===== src/rtl/c_batch_stats.sv =====
// c_batch_stats: collects N 3-bit values over a dav_/rfd handshake and offers sum/max/err downstream over a second handshake
// clock/reset_      : clock, async active-high reset
// c, dav_, rfd      : upstream value, data-valid (active-low), ready-for-data
// sum, maxv, err    : batch result, valid while dav_out_ is low
// dav_out_, rfd_out : downstream result-valid (active-low), ready-for-data
module c_batch_stats #(
  parameter int N = 8
) (
  input  logic       clock,
  input  logic       reset_,
  input  logic [2:0] c,
  input  logic       dav_,
  output logic       rfd,
  output logic [6:0] sum,
  output logic [2:0] maxv,
  output logic       err,
  output logic       dav_out_,
  input  logic       rfd_out
);
  typedef enum logic [1:0] {W0, W1, O0, O1} state_t;
  state_t     star_q, star_d;
  logic [6:0] sum_q, sum_d;
  logic [2:0] max_q, max_d;
  logic       err_q, err_d;
  logic [4:0] cnt_q, cnt_d;
  logic       rfd_q, rfd_d;
  logic       dav_out_q, dav_out_d;
  always_ff @(posedge clock or posedge reset_)
    if (reset_) begin
      star_q    <= W0;
      sum_q     <= '0;
      max_q     <= '0;
      err_q     <= 1'b0;
      cnt_q     <= '0;
      rfd_q     <= 1'b1;
      dav_out_q <= 1'b1;
    end else begin
      star_q    <= star_d;
      sum_q     <= sum_d;
      max_q     <= max_d;
      err_q     <= err_d;
      cnt_q     <= cnt_d;
      rfd_q     <= rfd_d;
      dav_out_q <= dav_out_d;
    end
  always_comb begin
    star_d    = star_q;
    sum_d     = sum_q;
    max_d     = max_q;
    err_d     = err_q;
    cnt_d     = cnt_q;
    rfd_d     = rfd_q;
    dav_out_d = dav_out_q;
    case (star_q)
      W0: if (!dav_) begin
        sum_d  = sum_q + {4'b0, c};
        max_d  = c > max_q ? c : max_q;
        err_d  = err_q | (c > 3'd4);
        cnt_d  = cnt_q + 5'd1;
        rfd_d  = 1'b0;
        star_d = W1;
      end
      W1: if (dav_) begin
        rfd_d     = 1'b1;
        dav_out_d = cnt_q == 5'(N) ? 1'b0 : 1'b1;
        star_d    = cnt_q == 5'(N) ? O0 : W0;
      end
      O0: if (!rfd_out) begin
        dav_out_d = 1'b1;
        star_d    = O1;
      end
      default: if (rfd_out) begin
        sum_d  = '0;
        max_d  = '0;
        err_d  = 1'b0;
        cnt_d  = '0;
        star_d = W0;
      end
    endcase
  end
  assign rfd      = rfd_q;
  assign dav_out_ = dav_out_q;
  assign sum      = sum_q;
  assign maxv     = max_q;
  assign err      = err_q;
endmodule


===== config.mk =====
export PLATFORM = sky130hd
export DESIGN_NAME = c_batch_stats
export DESIGN_NICKNAME = d
export VERILOG_FILES = /design/src/rtl/c_batch_stats.sv
export SDC_FILE = /design/constraint.sdc
export NUM_CORES = 1
export LEC_CHECK = 0
export CAP_MARGIN = 20
export CORE_ASPECT_RATIO = 1.1
export CORE_UTILIZATION = 53
export CTS_BUF_LIST = sky130_fd_sc_hd__clkbuf_8
export DETAILED_ROUTE_END_ITERATION = 10
export GPL_TIMING_DRIVEN = 0
export PLACE_DENSITY = 0.79
export SYNTH_ARGS = -nofsm -noshare
export SYNTH_HDL_FRONTEND = slang
export SYNTH_SLANG_ARGS = --single-unit

===== constraint.sdc =====
create_clock -name clock -period 4.5 [get_ports clock]
set_input_delay 0.9 -clock clock [delete_from_list [all_inputs] [get_ports clock]]
set_output_delay 0.9 -clock clock [all_outputs]
set_load 0.03 [all_outputs]

Yosys cells after proc, flatten, opt, wreduce, memory -nomap -nowiden --
Index checks and enable logic that the tools add are counted.
Operators by class: add/sub/neg operators 2, order comparisons 2, equality and inequality tests 7, multiplexer cells 26, bitwise logic cells 2, reduce and logical (&&, ||, !) cells 11
Operator list (count):
- $mux 7 | 2
- $pmux 7 s2 | 1
- $mux 2 | 5
- $mux 5 | 2
- $pmux 5 s2 | 1
- $mux 3 | 3
- $reduce_and 3->1 | 3
- $ne 2x2->1 const B | 4
- $reduce_and 4->1 | 2
- $add 7x3->7 | 1
- $mux 1 | 7
- $pmux 1 s2 | 3
- $pmux 2 s3 | 1
- $pmux 3 s2 | 1
- $reduce_bool 2->1 | 3
- $add 5x1->5 const B | 1
- $eq 5x4->1 const B | 1
- $reduce_bool 4->1 | 1
- $gt 3x3->1 | 1
- $gt 3x3->1 const B | 1
- $eq 2x1->1 const B | 1
- $eq 2x2->1 const B | 1
- $logic_not 2->1 | 1
- $reduce_or 2->1 | 1
- 2 further kinds | 2
Storage, ports and cells: bits in registers 20, output and inout bits 13

Depth between registers and ports, before layout --
depth after elaboration 4, depth in mapped cells 8, depth with buffers taken out 7

Worst setup path before layout --
No wires, ideal clock.
kind input-to-reg, from input c[0], to register sum_q[6] (netlist: sum[6]), setup time 0.069 ns, data arrival time 2.221 ns, path slack 2.210 ns, cell stages on the path 7, cells stage by stage ha_1 inv_1 fa_1 nor2b_1 o2111ai_1 or4_1 nand3_1
Between the ends: cells in the longest elaborated chain, start to end 3
Ends and longest elaborated chain:
- from (decl) | RTL line 11 | input logic [2:0] c,
- $add 7x3->7 | RTL line 56 | sum_d = sum_q + {4'b0, c};
- $mux 7 | RTL line 55 | W0: if (!dav_) begin
- $pmux 7 s2 | RTL line 54 | case (star_q)
- to (signal assigned) | RTL line 39 | sum_q <= sum_d;
- to (decl) | RTL line 22 | logic [6:0] sum_q, sum_d;
No other way between the ends. The select of a mux whose other input is x is not followed. A chain may end at the register's enable or synchronous reset.

Worst setup path after layout --
Same ends and word-level chain as after synthesis.

==> impl_results.md <==
* Tcrit/Tclk final at 0.613
* Share of post-route cells with drive strength above 1 at 0.0892
* Asr flop ratio synth at 1.00
* Ports at 20
* Sequential share of power at 0.307
* Root buffer selected by CTS: clkbuf_8
* Synth Net Count at 153
* Worst EP arrival at 2.96 ns
* Resized cells post-CTS at 0
* Crit Path Class: primary input to flop
* Max incr delay on CP at 0.53 ns
* Status: complete, no violations
* Die Area at 0.00258 mm^2
* Core Box Area at 0.00225 mm^2
* Distinct cell type count after synthesis at 42
* Fin crit period at 2.76 ns
* Max-Cap Viols at 0
* Initial Util at 0.560
* Clock Latency Late Sink at about 0.26 ns
* Top cell type's share of synthesized area at 0.357
* Clock share of power at 0.133
* Post-synthesis xor/xnor area fraction at 0.00694
* Initial antenna violation count at 0
* Final non-filler cell total at 187
* Post-Route Setup TNS at 0 ns
* GR Overflow Total at 0
* Die W at 48.5 um
* Crit start category: primary input
* Synth Area in Adders at 0.125
* Synth warn at 0
* Site Rows at 18
* Power Total at 1.05 mW
* Die Y-Extent at roughly 53 um
* CTS Buffer Depth at 2
* Top_reg_cell synth: dfrtp_1
* Gpl congestion at 0.761
* Final WL at slightly below 3 mm
* Setup WS post-layout at 1.74 ns
* Total Nets Final at around 180
* Crit path max fanout at 4
* Layout Skew at approximately 0.0029 ns
* Synth Area in Compound Gates at 0.245
* CTS tree: done
* Slew @ Worst Pin at 0.780 ns
* Commonest non-fill, non-tap cells in the layout: 19 x clkdlybuf4s50_1, 18 x dfrtp_1, 14 x inv_1
* Placed Area at 0.00149 mm^2
* Simple-gate share of the synthesized area at 0.161
* Crit path cell chain: clkdlybuf4s50_1 > ha_1 > inv_1 > fa_1 > nor2b_1 > o2111ai_1 > or4_1 > nand3_1
* Htree depth at 1
* RSZ-0062 raised after global routing: no
* Crit. End Element: flop
* Avg Cell Area, Syn at roughly 9.4 um^2
* # setup viols final at 0
* Mapped Area at 0.00126 mm^2
* First-pass GRT wire length at 4.64 mm
* Post-synthesis mux area share at 0
* Register area share after synthesis at 0.399
* DP Cell Count at about 180
* Worst Hold Class: flop to flop
* CTS clock-pin slew for the worst setup and hold paths at 0.08 ns
* Largest net degree at the start of global routing at 21
* Layout area overhead at 22.4%
* DRC violations left at 0
* Overall routing resource usage at 0.242
* Diodes inserted at 0
* Vias per inst at 5.99
* Int Pwr at roughly 0.57 mW
* Main combinational cell family by area after synthesis: compound AO/OA/AOI/OAI gates
* Setup Fix Bufs, Post-CTS at 0
* Hold_buf cts at 0
* Dpl ws at 1.51 ns
* WL/cell at 15.4 um
* #FFs+latches synth at 20
* Final hold vios at 0
* Delay-heaviest family, CP: simple AND/OR/NAND/NOR gates
* F_max at ~360 MHz
* Slowest cell on crit path: clkdlybuf4s50_1
* Switch Pwr at roughly 0.48 mW
* Syn Inst Count at 134
* Sink Count at 20
* Switch share at 0.453
* CTS buffer count at 3
* Top post-synthesis cells by area: dfrtp_1 36%, ha_1 11%, dfstp_2 4.2%
* Post-synth top area cell: dfrtp_1
* Post-route antenna net violation count at 0
* Pleak at roughly 0.68 nW
* Comb pwr share at 0.560
* Slew headroom at 0.479
* Number of flops mapped to enable cells by yosys at 0
* Vias in the first global route at 1035
* Initial DRC count at 22
* PwrDens at 680 mW/mm^2
* Worst Path Buf+Inv at 2
* IO Port Bufs at 19
* CP required at around 4.7 ns
* Slew Limit Fails at 0
* Maximum vdd drop at between 0.4 and 0.5 mV
* Number of fill cells in the layout at 179
* Final Util at 0.686
* Cell area after layout at around 0.0015 mm^2
* DRT Pass-1 Iters at 5
* WHS at 0.490 ns
* Vias post-DR at 1121
* Dpl hpwl at around 2.1 mm
* Commonest non-fill, non-tap cell in the layout: clkdlybuf4s50_1
-- power by group through the flow --
stage	Sequential (mW)	Clock (mW)	Combinational, mW
after floorplan	0.391	0	0.331
after global placement	0.319	0	0.566
after detailed placement	0.322	0	0.585
after CTS	0.320	0.142	0.587
after global routing	0.331	0.151	0.642
final	0.322	0.140	0.588
-- worst paths after layout --
check	startpoint	end	slack, ns	cells after the start
worst min-delay path	cnt_q[4]$_DFFE_PP0P_	cnt_q[4]$_DFFE_PP0P_	0.49	1
worst max register to register	sum[0]$_DFFE_PP0P_	sum[6]$_DFFE_PP0P_	2.52	7
max in group asynchronous	reset_	cnt_q[0]$_DFFE_PP0P_	2.90	2
min in group asynchronous	reset_	err$_DFFE_PP0P_	1.11	2
worst max-delay path	c[0]	sum[6]$_DFFE_PP0P_	1.74	8
worst min register to register	cnt_q[4]$_DFFE_PP0P_	cnt_q[4]$_DFFE_PP0P_	0.49	1
-- flip-flops by register name, summed over array words and instances (netlist names) --
register and flops:
cnt_q 5, dav_out_ 1, star_q 2, rfd 1, sum 7, maxv 3
err 1
-- layer usage --
metal | part of all wire | routed length, um | global-route usage | vias to the layer above
met5 | 0 | 0 | 0 | -
met3 | 0.039 | 113 | 0.0316 | 5
met1 | 0.44 | 1270 | 0.287 | 542
li1 | - | - | - | 536
met4 | 0.016 | 46 | 0.103 | 0
met2 | 0.50 | 1450 | 0.444 | 38
-- kinds of logic after synthesis --
group / count (synthesis)
buf+inv: 19
flops: 20
compound gates: 45
simple gates: 37
xor+xnor: 1
fa+ha+maj: 12
-- area by class of cell --
type,instances,area [um^2],area share
multi-input cells,95,678,0.439
flip-flops and latches,20,503,0.326
repair buffers,19,190,0.123
inverters,15,56.3,0.0365
clock buffers,4,55.1,0.0357
well taps,30,37.5,0.0243
plain buffers,4,23.8,0.0154
-- synth_stat cells, types with 2 or more instances --
cell type  count
a21oi_1       10
a22o_1         2
a22oi_1        3
a31oi_1        2
a32o_1         2
and3_1         2
clkbuf_1       2
dfrtp_1       18
dfstp_2        2
ha_1          11
inv_1         14
nand2_1       12
nand3_1        5
nand4_1        2
nor2_1         3
nor3_1         3
o21ai_0        6
o21ai_1        9
or4_1          3
-- worst reg2reg max path, delay by kind of cell (launching register included) --
kind / cells / cell delay (ns)
and+or+nand+nor: 3 / 0.70
adders and majority gates: 2 / 0.61
DFF: 1 / 0.40
AOI/OAI and AO/OA: 1 / 0.14
buffers and inverters: 1 / 0.06
No activity file was read; power rests on OpenSTA's default activity.
